File: src/rtl/matrix_add_sequencer_pkg.sv
// matrix_pkg: shared widths, size codes, FSM states and size decode for the matrix-add sequencer
package matrix_pkg;
    localparam int ELEM_W    = 8;
    localparam int MAX_ELEMS = 25;
    localparam int BUS_W     = ELEM_W * MAX_ELEMS;
    localparam logic [1:0] SIZE_2X2 = 2'b00;
    localparam logic [1:0] SIZE_3X3 = 2'b01;
    localparam logic [1:0] SIZE_4X4 = 2'b10;
    localparam logic [1:0] SIZE_5X5 = 2'b11;
    typedef enum logic [2:0] {IDLE, LOAD_A, LOAD_B, EXEC, DRAIN} state_t;
    function automatic logic [4:0] elem_count(input logic [1:0] size);
        return size == SIZE_2X2 ? 5'd4 : size == SIZE_3X3 ? 5'd9 : size == SIZE_4X4 ? 5'd16 : 5'd25;
    endfunction
endpackage

File: src/rtl/matrix_elem_counter.sv
// matrix_elem_counter: 5-bit element index that wraps to 0 after last_idx
module matrix_elem_counter (
    input  logic       clk,
    input  logic       rst_n,
    input  logic       clr,
    input  logic       inc,
    input  logic [4:0] last_idx,
    output logic [4:0] idx,
    output logic       term
);
    assign term = idx == last_idx;
    always_ff @(posedge clk or negedge rst_n)
        if (!rst_n) idx <= '0;
        else idx <= clr ? 5'd0 : inc ? (term ? 5'd0 : idx + 5'd1) : idx;
endmodule

File: src/rtl/matrix_add_sequencer.sv
// matrix_add_sequencer: loads A/B operands, runs the combinational matrix adder once, streams the result out
module matrix_add_sequencer
    import matrix_pkg::*;
(
    input  logic              clk,
    input  logic              rst_n,
    input  logic              cmd_valid,
    output logic              cmd_ready,
    input  logic [1:0]        cmd_size,
    input  logic              abort,
    input  logic              in_valid,
    output logic              in_ready,
    input  logic [ELEM_W-1:0] in_data,
    output logic [BUS_W-1:0]  add_a,
    output logic [BUS_W-1:0]  add_b,
    output logic [1:0]        add_size,
    input  logic [BUS_W-1:0]  add_result,
    input  logic              add_overflow,
    output logic              out_valid,
    input  logic              out_ready,
    output logic [ELEM_W-1:0] out_data,
    output logic              out_last,
    output logic              busy,
    output logic              done,
    output logic              overflow
);
    state_t state, state_d;
    logic [BUS_W-1:0] a_q, b_q, res_q;
    logic [1:0] size_q;
    logic ovf_q, done_q, accept, loading, fire, term;
    logic [4:0] idx, last_idx;

    assign accept   = state == IDLE && cmd_valid;
    assign loading  = state == LOAD_A || state == LOAD_B;
    // abort outranks every handshake in the same cycle
    assign fire     = !abort && ((loading && in_valid) || (state == DRAIN && out_ready));
    assign last_idx = elem_count(size_q) - 5'd1;

    matrix_elem_counter u_cnt (
        .clk      (clk),
        .rst_n    (rst_n),
        .clr      (accept || state == EXEC),
        .inc      (fire),
        .last_idx (last_idx),
        .idx      (idx),
        .term     (term)
    );

    always_comb begin
        state_d = state;
        case (state)
            IDLE:    state_d = cmd_valid ? LOAD_A : IDLE;
            LOAD_A:  state_d = fire && term ? LOAD_B : LOAD_A;
            LOAD_B:  state_d = fire && term ? EXEC : LOAD_B;
            EXEC:    state_d = DRAIN;
            DRAIN:   state_d = fire && term ? IDLE : DRAIN;
            default: state_d = IDLE;
        endcase
        if (abort && state != IDLE) state_d = IDLE;
    end

    always_ff @(posedge clk or negedge rst_n)
        if (!rst_n) state <= IDLE;
        else state <= state_d;

    always_ff @(posedge clk or negedge rst_n)
        if (!rst_n) begin
            a_q    <= '0;
            b_q    <= '0;
            res_q  <= '0;
            size_q <= SIZE_2X2;
            ovf_q  <= 1'b0;
            done_q <= 1'b0;
        end else begin
            done_q <= state == DRAIN && fire && term;
            // zeroing all slots keeps slots beyond N inert on the adder buses
            if (accept) begin
                size_q <= cmd_size;
                a_q    <= '0;
                b_q    <= '0;
                ovf_q  <= 1'b0;
            end
            if (state == LOAD_A && fire) a_q[idx*ELEM_W +: ELEM_W] <= in_data;
            if (state == LOAD_B && fire) b_q[idx*ELEM_W +: ELEM_W] <= in_data;
            if (state == EXEC && !abort) begin
                res_q <= add_result;
                ovf_q <= add_overflow;
            end
        end

    assign cmd_ready = state == IDLE;
    assign in_ready  = loading;
    assign out_valid = state == DRAIN;
    assign out_data  = res_q[idx*ELEM_W +: ELEM_W];
    assign out_last  = out_valid && term;
    assign busy      = state != IDLE;
    assign done      = done_q;
    assign overflow  = ovf_q;
    assign add_a     = a_q;
    assign add_b     = b_q;
    assign add_size  = size_q;
endmodule

File: config.mk
export PLATFORM = sky130hd
export DESIGN_NAME = matrix_add_sequencer
export DESIGN_NICKNAME = d
export VERILOG_FILES = /design/src/rtl/matrix_add_sequencer_pkg.sv /design/src/rtl/matrix_elem_counter.sv /design/src/rtl/matrix_add_sequencer.sv
export SDC_FILE = /design/constraint.sdc
export NUM_CORES = 1
export LEC_CHECK = 0
export BUFFER_PORTS_ARGS = -buffer_cell sky130_fd_sc_hd__buf_4
export CORE_ASPECT_RATIO = 0.75
export CORE_MARGIN = 4
export CORE_UTILIZATION = 45
export DETAILED_ROUTE_END_ITERATION = 10
export GPL_TIMING_DRIVEN = 0
export PLACE_DENSITY = 0.69
export SYNTH_ARGS = -nofsm -noshare
export SYNTH_HDL_FRONTEND = slang
export SYNTH_SLANG_ARGS = --single-unit
File: constraint.sdc
create_clock -name clk -period 10.5 [get_ports clk]
set_input_delay 0.525 -clock clk [delete_from_list [all_inputs] [get_ports clk]]
set_output_delay 0.525 -clock clk [all_outputs]
set_load 0.1 [all_outputs]
After elaboration in Yosys (flattened, before gate mapping). Cells that the tools add are included.

Word-level logic and storage cells: 62. Bits in writable memories: 0. Memories: 0. Input port bits: 217. Register bits after elaboration: 612. Output and inout bits: 417. Bits in latches: 0. Memory bits (read-only): 0.

Div/mod/pow operators: 0. $lt $le $gt $ge: 0. $mul: 0. Multiplexer cells: 20. Add/subtract/negate cells: 3. Equality and inequality tests: 7. Bitwise operators: 0. Reductions and logical operators: 21. Shift-type cells: 3.

Operator list (count): $mux 200 (4); $bwmux 200 (2); $shift 8x34->200 const A (1); $shiftx 200x9->8 (1); $shiftx 8x34->200 (1); $neg 8->34 (1); $mux 5 (5); $pmux 3 s5 (1); $logic_and 1x1->1 (12); $eq 3x2->1 const B (2); $mux 3 (2); $add 5x1->5 const B (1); $eq 5x5->1 (1); $sub 5x1->5 const B (1); $mux 1 (4); $mux 4 (1); $reduce_bool 2->1 (2); $eq 3x1->1 const B (1); $eq 3x3->1 const B (1); $logic_not 3->1 (1); $logic_or 1x1->1 (3); $reduce_bool 3->1 (1); $eq 2x1->1 const B (1); $eq 2x2->1 const B (1); 3 further kinds (3).

Depth between registers and ports, before layout. Gate-level depths: netlist of run 1.

Depth after elaboration: 10. Depth in mapped cells: 15. Gate-level depth less buffers: 9.

By module. Synthesis of run 1 repeated with hierarchy kept, for this count alone.

Cells, all modules: 2134. Area, all modules: 26884.5 sq um.

Modules (own cells, without submodules): matrix_add_sequencer (seq. area each 15189.6 sq um, area an instance 26510.4 sq um, times used 1, cells an instance 2094); matrix_elem_counter (seq. area each 125.1 sq um, area an instance 374.1 sq um, times used 1, cells an instance 40).

Worst setup path after synthesis of run 1. No wires, ideal clock.

Path type: register to output. Start point: register size_q[0] (netlist: add_size[0]). End point: output port out_last. Arrival time: 3341 ps. Stages on the path, launching flop included: 6. Data required time: 9975 ps. Path slack: 6634 ps. Path buffers: 1. Cells stage by stage: dfrtp_1 > or4bb_1 > a2111oi_0 > a311oi_1 > clkbuf_1 > nor2_1.

Word-level cells in the longest chain between the ends: 7. Elaborated cells on any way between the ends: 9. Classes of those cells: add/sub: 1; eq/ne: 3; mux: 3; reduce/logical: 2.

Ends and longest elaborated chain: start: declaration (RTL line matrix_add_sequencer.sv:29) `logic [1:0] size_q;`; start signal: assignment (RTL line matrix_add_sequencer.sv:78) `size_q <= cmd_size;`; $eq 2x2->1 (RTL line matrix_add_sequencer_pkg.sv:12) `return size == SIZE_2X2 ? 5'd4 : size == SIZE_3X3 ? 5'd9 : size == SIZE_4X4 ? 5'd16 : 5'd25;`; $mux 4 (RTL line matrix_add_sequencer_pkg.sv:12); $mux 5 (RTL line matrix_add_sequencer_pkg.sv:12); $mux 5 * (RTL line matrix_add_sequencer_pkg.sv:12); $sub 5x1->5 * (RTL line matrix_add_sequencer.sv:37) `assign last_idx = elem_count(size_q) - 5'd1;`; $eq 5x5->1 * (RTL line matrix_elem_counter.sv:11) `assign term = idx == last_idx;`; $logic_and 1x1->1 * (RTL line matrix_add_sequencer.sv:95) `assign out_last = out_valid && term;`; end: declaration (RTL line matrix_add_sequencer.sv:22) `output logic out_last,`.

Every way passes the cells marked *; elsewhere a longest branch is shown, timed or not.

Final worst setup path of run 1.
Start point: register u_cnt.idx[1]. End point: register a_q[127] (netlist: add_a[127]).

Word-level cells in the longest chain between the ends: 4. Elaborated cells on any way between the ends: 5. Classes of those cells: add/sub: 1; shift: 2; mux: 2.

Ends and longest elaborated chain: start: declaration (RTL line matrix_elem_counter.sv:8) `output logic [4:0] idx,`; start signal: assignment (RTL line matrix_elem_counter.sv:14) `else idx <= clr ? 5'd0 : inc ? (term ? 5'd0 : idx + 5'd1) : idx;`; $neg 8->34 * (RTL line matrix_add_sequencer.sv:83) `if (state == LOAD_A && fire) a_q[idx*ELEM_W +: ELEM_W] <= in_data;`; $shiftx 8x34->200 / $shift 8x34->200 (equally long branches) (RTL line matrix_add_sequencer.sv:83); $bwmux 200 * (RTL line matrix_add_sequencer.sv:83); $mux 200 * (RTL line matrix_add_sequencer.sv:83); end signal: indexed assignment (RTL line matrix_add_sequencer.sv:83); end: declaration (RTL line matrix_add_sequencer.sv:28) `logic [BUS_W-1:0] a_q, b_q, res_q;`.

Marks and branches as above. A chain may end at the register's enable or synchronous reset.

==> impl_metrics.sql, run 1 <==
INSERT INTO impl_metrics (metric_group, metric, value, unit) VALUES
('outcome', 'status', 'complete, but fails checks', ''),
('outcome', 'violations', 'capacitance limit', ''),
('timing', 'final.min_clock_period', '6200', 'ps'),
('synth', 'yosys.area.top_type', 'sky130_fd_sc_hd__dfrtp_1', ''),
('global_route', 'global_route_wire_length_before_repair', '141000', 'µm'),
('worst_setup_path', 'cpMaxStageDelayCell', 'sky130_fd_sc_hd__nor4b_2', ''),
('power_and_ir_drop', 'clockPowerShare', '0.348', ''),
('global_route', 'grt_remaining_overflow', '0', ''),
('hold_path', 'hold_path_class', 'in2reg', ''),
('detailed_routing', 'met3_length', '8620', 'µm'),
('floorplan', 'core_area', '0.0562', 'mm²'),
('clocking', 'cts-htree-levels', '2', ''),
('timing', 'totalNegativeSetupSlack', '0', 'ps'),
('detailed_routing', 'maxUsedRoutingLayer', 'met4', ''),
('detailed_routing', 'post_detailed_route_count_of_antenna_violating_nets', '0', ''),
('worst_setup_path', 'worst-path-buf-inv', '6', ''),
('floorplan', 'io_pins', '634', ''),
('global_route', 'grt_use_total', '0.305', ''),
('worst_setup_path', 'critical-path-top-cell-by-count', 'sky130_fd_sc_hd__buf_2', ''),
('detailed_routing', 'wire_per_inst', '25.7', 'µm'),
('clocking', 'cts-buffers-inserted', '59', ''),
('run', 'max_cap_violations', '1', ''),
('detailed_routing', 'postRouteWirelength', '94800', 'µm'),
('power_and_ir_drop', 'report.power.total', '6.33', 'mW'),
('detailed_routing', 'drt_first_iter_violations', '1978', ''),
('floorplan', 'floorplan.die.width', '284', 'µm'),
('global_route', 'pin_count_of_the_biggest_net_entering_global_routing', '126', ''),
('clocking', 'clock_tree_from_tritoncts', 'yes', ''),
('clocking', 'clock-root-buffer', 'sky130_fd_sc_hd__clkbuf_16', ''),
('synth', 'synthDistinctLibCells', '57', ''),
('timing', 'fin_worst_skew', '26.7', 'ps'),
('detailed_routing', 'first_pass_iters', '6', ''),
('synth', 'mapped_cell_area', '0.0257', 'mm²'),
('clocking', 'cts_max_path_buffers', '3', ''),
('place', 'port-buffer-count', '625', ''),
('detailed_routing', 'viasPerCell', '5.82', ''),
('worst_setup_path', 'timing.critical_path.fanout_max', '10', ''),
('final_layout', 'final_layout_size_suffix_gt1_frac', '0.363', ''),
('detailed_routing', 'met2WireLength', '42000', 'µm'),
('worst_setup_path', 'end_kind', 'register', ''),
('worst_setup_path', 'worstPathCellList', 'buf_2, buf_2, buf_2, inv_1, ha_1, nor3b_1, ha_1, nor2b_1, clkbuf_1, nor4b_2, nand3_1, clkbuf_1, nand3_1, o21ai_0', ''),
('final_layout', 'fin_nets', '3129', ''),
('synth', 'postSynthAreaPerCell', '11.6', 'µm²'),
('timing', 'unrepaired_setup_endpoints_after_global_routing', 'false', ''),
('timing', 'max_freq', '161', 'MHz'),
('power_and_ir_drop', 'p_int', '4.05', 'mW'),
('synth', 'async_set_reset_flop_share_out_of_synthesis', '1.00', ''),
('clocking', 'clkTransAtPathRegs', '70', 'ps'),
('timing', 'report.final.slew_viol_count', '0', ''),
('power_and_ir_drop', 'vdd_drop_max', '0.152', 'mV'),
('floorplan', 'die_area', '0.0610', 'mm²'),
('power_and_ir_drop', 'power.static_leakage', '16.2', 'nW'),
('clocking', 'clock_latency_at_the_later_pin_of_the_worst_skew_pair', '620', 'ps'),
('power_and_ir_drop', 'netSwitchingFraction', '0.359', ''),
('floorplan', 'die_height', '215', 'µm'),
('detailed_routing', 'dr_total_vias', '21466', ''),
('clocking', 'clock_sinks', '612', ''),
('worst_setup_path', 'cp_num_cells', '14', ''),
('detailed_routing', 'drt_drc_violations_left', '0', ''),
('timing', 'final-setup-viol-count', '0', ''),
('timing', 'timing.final.hold_violations', '0', ''),
('synth', 'synth_top_area_frac', '0.596', ''),
('clocking', 'cts.repair_timing.setup_buffer_count', '0', ''),
('worst_setup_path', 'cp-start-kind', 'register', ''),
('global_route', 'antenna_violations_before_repair', '2', ''),
('synth', 'postSynthRegisterBits', '612', ''),
('timing', 'worst_pin_slew', '1480', 'ps'),
('worst_setup_path', 'cpLargestDelayFamily', 'simple AND/OR/NAND/NOR gates', ''),
('detailed_routing', 'drt-met1-wl', '39300', 'µm'),
('floorplan', 'floorplan.rows', '75', ''),
('place', 'preCtsSetupSlack', '4460', 'ps');
-- power by group through the flow --
stage | combinational [mW] | clock, mW | sequential (mW)
after floorplan | 0.778 | 0 | 2.71
after global placement | 1.59 | 0 | 2.51
after detailed placement | 1.62 | 0 | 2.51
after CTS | 1.63 | 2.23 | 2.47
after global routing | 1.74 | 2.33 | 2.48
final | 1.65 | 2.20 | 2.47
-- registers in the layout, summed over array words and instances (netlist names) --
register / count
overflow: 1
done: 1
u_cnt.idx: 5
add_a: 200
state: 3
add_size: 2
add_b: 200
res_q: 200
-- synthesized netlist by cell type, drive strengths merged (5+ instances only) --
master	number
a21oi	13
buf	84
clkbuf	92
dfrtp	612
inv	7
mux2	210
mux2i	102
mux4	38
nand2	317
nand2b	9
nand3	271
nand4	9
nor2	28
nor2b	12
nor3	11
nor4b	5
o2111ai	6
o21ai	324
o22ai	6
or3	8
or4	15
-- worst paths after layout --
check / start / endpoint / slack (ps)
setup / recovery: u_cnt.idx[1]$_DFFE_PN0P_ / add_a[127]$_DFF_PN0_ / 4300
hold / removal: add_result[41] / res_q[41]$_DFFE_PN0P_ / 140
setup reg to reg: u_cnt.idx[1]$_DFFE_PN0P_ / add_a[127]$_DFF_PN0_ / 4300
hold reg to reg: res_q[118]$_DFFE_PN0P_ / res_q[118]$_DFFE_PN0P_ / 500
max in group asynchronous: rst_n / add_a[139]$_DFF_PN0_ / 7960
min in group asynchronous: rst_n / add_a[102]$_DFF_PN0_ / 510
-- per-stage QoR --
stage / hold slack [ps] / cells / area (µm²) / utilization
after floorplan: 229 / 2217 / 25700 / -
after global placement: 485 / 3573 / 31300 / 0.557
after detailed placement: 492 / 3578 / 31400 / 0.559
after CTS: 109 / 3686 / 33500 / 0.595
after global routing: 118 / 3688 / 33500 / 0.595
final: 140 / 3690 / 33500 / 0.595
-- metal layers --
metal	vias up	track usage
met2	1087	0.461
li1	9237	-
met1	10898	0.418
met4	0	0.135
met3	244	0.0785
met5	-	0
-- layout make-up --
class	instances	area (µm²)
Clock inverter	22	238
Multi-Input combinational cell	1422	9590
Fill cell	4607	22700
Tap cell	731	915
Antenna cell	4	10.0
Inverter	7	26.3
Clock buffer	85	1770
Buffer	176	761
Timing Repair Buffer	631	4850
Sequential cell	612	15300
-- what timing repair did --
item                                   4_1_cts  5_1_grt
hold buffers                                 1        0
gates resized for setup                      0        0
endpoints found under the hold margin       89        0
-- layout by cell type, fill, tap and decap left out, types with 3 or more instances in the layout --
cell	n
sky130_fd_sc_hd__a21oi_1	13
sky130_fd_sc_hd__a31oi_1	3
sky130_fd_sc_hd__buf_1	21
sky130_fd_sc_hd__buf_16	5
sky130_fd_sc_hd__buf_2	55
sky130_fd_sc_hd__buf_4	632
sky130_fd_sc_hd__bufinv_16	4
sky130_fd_sc_hd__clkbuf_1	99
sky130_fd_sc_hd__clkbuf_16	60
sky130_fd_sc_hd__clkbuf_8	17
sky130_fd_sc_hd__clkinv_2	12
sky130_fd_sc_hd__dfrtp_1	612
sky130_fd_sc_hd__diode_2	4
sky130_fd_sc_hd__ha_1	3
sky130_fd_sc_hd__inv_1	7
sky130_fd_sc_hd__mux2_2	210
sky130_fd_sc_hd__mux2i_1	102
sky130_fd_sc_hd__mux4_2	38
sky130_fd_sc_hd__nand2_1	317
sky130_fd_sc_hd__nand2b_1	9
sky130_fd_sc_hd__nand3_1	268
sky130_fd_sc_hd__nand3_2	3
sky130_fd_sc_hd__nand4_1	9
sky130_fd_sc_hd__nor2_1	19
sky130_fd_sc_hd__nor2_2	9
sky130_fd_sc_hd__nor2b_1	12
sky130_fd_sc_hd__nor3_1	5
sky130_fd_sc_hd__nor3_2	5
sky130_fd_sc_hd__nor3b_1	3
sky130_fd_sc_hd__nor4b_1	3
sky130_fd_sc_hd__o2111ai_1	6
sky130_fd_sc_hd__o21ai_0	178
sky130_fd_sc_hd__o21ai_1	138
sky130_fd_sc_hd__o21ai_2	8
sky130_fd_sc_hd__o22ai_1	6
sky130_fd_sc_hd__or3_1	8
sky130_fd_sc_hd__or4_1	14
-- cell families after synthesis --
| kind of cell | synth area share |
|---|---|
| AOI/OAI and AO/OA | 0.0773 |
| xor gates and xnor gates | 0.00102 |
| adders and majority gates | 0.00146 |
| buffers and inverters | 0.0306 |
| DFF | 0.596 |
| muxes | 0.165 |
| and+or+nand+nor | 0.128 |
(Power assumes the default switching activity.)
==> run 2, diff against run 1 <==
--- a/config.mk
+++ b/config.mk
@@ -5,13 +5,14 @@
 export SDC_FILE = /design/constraint.sdc
 export NUM_CORES = 1
 export LEC_CHECK = 0
+export ABC_AREA = 1
 export BUFFER_PORTS_ARGS = -buffer_cell sky130_fd_sc_hd__buf_4
 export CORE_ASPECT_RATIO = 0.75
 export CORE_MARGIN = 4
 export CORE_UTILIZATION = 45
 export DETAILED_ROUTE_END_ITERATION = 10
 export GPL_TIMING_DRIVEN = 0
-export PLACE_DENSITY = 0.69
+export PLACE_DENSITY = 0.71
 export SYNTH_ARGS = -nofsm -noshare
 export SYNTH_HDL_FRONTEND = slang
 export SYNTH_SLANG_ARGS = --single-unit
==> constraint.sdc (replaced) <==
create_clock -name clk -period 5.3 [get_ports clk]
set_input_delay 0.265 -clock clk [delete_from_list [all_inputs] [get_ports clk]]
set_output_delay 0.265 -clock clk [all_outputs]
set_load 0.1 [all_outputs]
==> run 2 against run 1 <==
Effect of this change:
- the run now ends clean
- first-iteration DRC count increased by 50%
- global-route usage increased by 2.9 points
- worst hold slack got worse by 96 ps
- register-to-register slack got worse by 3900 ps
- worst setup slack got worse by 3900 ps
- die area increased by 10%
- core utilization increased by 2.5 points
- sequential power increased by 94%
- non-clock buffer count increased by 221
- sequential cell count unchanged
- critical path type unchanged
- largest power group unchanged
==> impl_metrics.sql, run 2 <==
INSERT INTO impl_metrics (metric_group, metric, value, unit) VALUES
('run', 'max_cap_violations', '0', ''),
('floorplan', 'core_area', '0.0623', 'mm²'),
('timing', 'fin_worst_skew', '26.4', 'ps'),
('clocking', 'cts-buffers-inserted', '60', ''),
('synth', 'mapped_cell_area', '0.0284', 'mm²'),
('clocking', 'clkTransAtPathRegs', '70', 'ps'),
('final_layout', 'syn_to_final_growth', '35.9', '%'),
('timing', 'worst_pin_slew', '1050', 'ps'),
('timing', 'final.min_clock_period', '4870', 'ps'),
('synth', 'synth_seq_area_share', '0.538', ''),
('worst_setup_path', 'end_kind', 'register', ''),
('worst_setup_path', 'worstSetupPathType', 'reg2reg', ''),
('power_and_ir_drop', 'netSwitchingFraction', '0.384', ''),
('clocking', 'cts.repair_timing.setup_buffer_count', '0', ''),
('synth', 'synth-edff-count', '0', ''),
('detailed_routing', 'drt_drc_violations_left', '0', ''),
('clocking', 'hold_buffers', '210', ''),
('global_route', 'grt_pass1_vias', '27095', ''),
('power_and_ir_drop', 'power.share.combinational', '0.299', ''),
('clocking', 'cts-htree-levels', '2', ''),
('power_and_ir_drop', 'clockPowerShare', '0.345', ''),
('timing', 'fin_crit_sh', '0.919', ''),
('global_route', 'grt_remaining_overflow', '0', ''),
('worst_setup_path', 'cp-start-kind', 'register', ''),
('floorplan', 'die_area', '0.0673', 'mm²'),
('detailed_routing', 'wire_per_inst', '23.1', 'µm'),
('power_and_ir_drop', 'net-switching-power', '5.18', 'mW'),
('global_route', 'pin_count_of_the_biggest_net_entering_global_routing', '117', ''),
('worst_setup_path', 'arrival', '5360', 'ps'),
('final_layout', 'most-common-layout-cells', '1113 x sky130_fd_sc_hd__nand2_1, 643 x sky130_fd_sc_hd__buf_4, 612 x sky130_fd_sc_hd__dfrtp_1', ''),
('detailed_routing', 'first_pass_iters', '6', ''),
('synth', 'postSynthAreaPerCell', '8.79', 'µm²'),
('timing', 'timing.final.hold_violations', '0', ''),
('final_layout', 'final_layout_size_suffix_gt1_frac', '0.265', ''),
('synth', 'dominantRegCellSynth', 'sky130_fd_sc_hd__dfrtp_1', ''),
('floorplan', 'die_height', '226', 'µm'),
('detailed_routing', 'postRouteWirelength', '116000', 'µm'),
('timing', 'max_freq', '205', 'MHz'),
('worst_setup_path', 'timing.critical_path.fanout_max', '10', ''),
('floorplan', 'floorplan.die.width', '298', 'µm'),
('clocking', 'clock_latency_at_the_later_pin_of_the_worst_skew_pair', '630', 'ps'),
('place', 'dp_hpwl', '83300', 'µm'),
('worst_setup_path', 'cpPeakStageDelay', '790', 'ps'),
('worst_setup_path', 'cpMaxStageDelayCell', 'sky130_fd_sc_hd__buf_1', ''),
('detailed_routing', 'viasPerCell', '5.52', ''),
('worst_setup_path', 'worstPathRequired', '5790', 'ps'),
('power_and_ir_drop', 'p_int', '8.31', 'mW'),
('timing', 'timing.slew.headroom', '0.303', ''),
('hold_path', 'hold_path_class', 'in2reg', ''),
('synth', 'async_set_reset_flop_share_out_of_synthesis', '1.00', ''),
('final_layout', 'fin_nets', '4366', ''),
('synth', 'postSynthRegisterBits', '612', ''),
('power_and_ir_drop', 'power.static_leakage', '20.7', 'nW'),
('clocking', 'clock_tree_from_tritoncts', 'yes', ''),
('synth', 'synth_top_area_frac', '0.538', ''),
('global_route', 'grt_use_total', '0.334', ''),
('synth', 'yosys.area.top_type', 'sky130_fd_sc_hd__dfrtp_1', ''),
('clocking', 'clock_sinks', '612', ''),
('final_layout', 'finish.cell_count_without_fillers', '5027', ''),
('detailed_routing', 'post_detailed_route_count_of_antenna_violating_nets', '0', ''),
('clocking', 'post_cts_resize_count', '0', ''),
('detailed_routing', 'dr_total_vias', '27756', ''),
('global_route', 'antenna_violations_before_repair', '19', ''),
('detailed_routing', 'drt_first_iter_violations', '2969', ''),
('floorplan', 'io_pins', '634', ''),
('timing', 'final-setup-viol-count', '0', ''),
('power_and_ir_drop', 'vdd_drop_max', '0.217', 'mV'),
('timing', 'unrepaired_setup_endpoints_after_global_routing', 'false', ''),
('hold_path', 'worst_hold_startpoint', 'in_data[6]', ''),
('worst_setup_path', 'worstSetupStartpoint', 'u_cnt.idx[0]$_DFFE_PN0P_', ''),
('synth', 'most_numerous_cell_types_in_the_synthesized_netlist', '1113 x sky130_fd_sc_hd__nand2_1, 612 x sky130_fd_sc_hd__dfrtp_1, 284 x sky130_fd_sc_hd__o21ai_0, 220 x sky130_fd_sc_hd__nor2_1, 210 x sky130_fd_sc_hd__inv_1', ''),
('place', 'port-buffer-count', '633', ''),
('place', 'finalWeightedCongestion', '0.982', ''),
('synth', 'ys_warn_count', '0', ''),
('final_layout', 'most_frequent_standard_cell_in_the_layout_excluding_fill_and_tap_cells', 'sky130_fd_sc_hd__nand2_1', ''),
('synth', 'mapped_nets', '3455', ''),
('synth', 'synthDistinctLibCells', '33', ''),
('power_and_ir_drop', 'power-per-cell-area', '349', 'mW/mm²'),
('floorplan', 'floorplan.rows', '79', ''),
('outcome', 'status', 'finished, final reports clean', ''),
('global_route', 'global_route_wire_length_before_repair', '170000', 'µm'),
('synth', 'synthTopCellsByArea', 'sky130_fd_sc_hd__dfrtp_1 54%, sky130_fd_sc_hd__nand2_1 15%, sky130_fd_sc_hd__mux2_2 7.9%', ''),
('clocking', 'clock-root-buffer', 'sky130_fd_sc_hd__clkbuf_16', ''),
('floorplan', 'floorplan.initialDensity', '0.457', ''),
('synth', 'synth.most_common_cell', 'sky130_fd_sc_hd__nand2_1', ''),
('timing', 'report.final.slew_viol_count', '0', ''),
('clocking', 'cts_max_path_buffers', '3', ''),
('power_and_ir_drop', 'power_frac_seq', '0.356', ''),
('timing', 'worst_hold_slack', '43.3', 'ps'),
('worst_setup_path', 'worstPathCellList', 'inv_2, clkbuf_1, clkbuf_1, ha_1, inv_1, nor2_1, ha_1, buf_1, nand3_1, nor2_1, buf_4, o21ai_0', ''),
('worst_setup_path', 'r2r_start', 'u_cnt.idx[0]$_DFFE_PN0P_', ''),
('place', 'placed_cells_incl_taps', '4684', ''),
('synth', 'synth_cells', '3235', '');
[run 2: through the flow]
| stage | setup TNS [ps] | total power [mW] | cell area, µm² | util | setup slack [ps] |
|---|---|---|---|---|---|
| after floorplan | 0 | 7.06 | 28400 | - | 2210 |
| after global placement | -1764050 | 8.53 | 34200 | 0.549 | -3000 |
| after detailed placement | 0 | 8.56 | 34400 | 0.552 | 600 |
| after CTS | 0 | 13.3 | 38600 | 0.620 | 589 |
| after global routing | 0 | 13.9 | 38600 | 0.621 | 207 |
| final | 0 | 13.5 | 38600 | 0.621 | 427 |
[run 2: worst paths after layout]
kind	endpoint	slack, ps	cells past startpoint
worst max-delay path	add_b[69]$_DFF_PN0_	430	12
worst min-delay path	add_a[6]$_DFF_PN0_	40	3
worst max register to register	add_b[69]$_DFF_PN0_	430	12
worst min register to register	res_q[43]$_DFFE_PN0P_	500	1
max in group asynchronous	add_a[163]$_DFF_PN0_	3140	6
min in group asynchronous	res_q[44]$_DFFE_PN0P_	270	3
[run 2: critical path: cells and delay by family (launching register included)]
family                   cells  cell delay, ps
flip-flops                   1             410
AND/OR/NAND/NOR              3            1200
adder cells (fa/ha/maj)      2             580
buffers and inverters        6            2450
AO/OA/AOI/OAI                1             100
[run 2: power groups by stage]
stage | clock (mW) | sequential (mW) | combinational, mW
final | 4.66 | 4.80 | 4.04
after global routing | 4.89 | 4.80 | 4.21
after CTS | 4.67 | 4.79 | 3.83
after detailed placement | 0 | 4.88 | 3.68
after global placement | 0 | 4.88 | 3.65
after floorplan | 0 | 5.00 | 2.06
[run 2: area by class of cell]
class                   instances  area [µm²]
diodes                         19        47.5
plain buffers                 179         898
clock buffers                  81        1740
clock inverters                33         374
fillers                      5175       23600
inverters                     222         836
multi-input cells            2222       11400
flip-flops and latches        612       15300
well taps                     810        1010
repair buffers                849        7030
[run 2: logic make-up after synthesis]
logic type / count (synthesis) / share of synthesized area
xor+xnor: 4 / 0.00150
mux: 200 / 0.0792
buf+inv: 401 / 0.0610
simple gates: 1523 / 0.219
compound gates: 492 / 0.0996
flops: 612 / 0.538
fa+ha+maj: 3 / 0.00132
[run 2: per-layer routing]
layer / part of all wire / track usage / up-vias
li1: - / - / 12228
met1: 0.41 / 0.456 / 13416
met2: 0.43 / 0.500 / 1691
met3: 0.11 / 0.0917 / 417
met4: 0.052 / 0.153 / 4
met5: 0.00023 / 0 / -
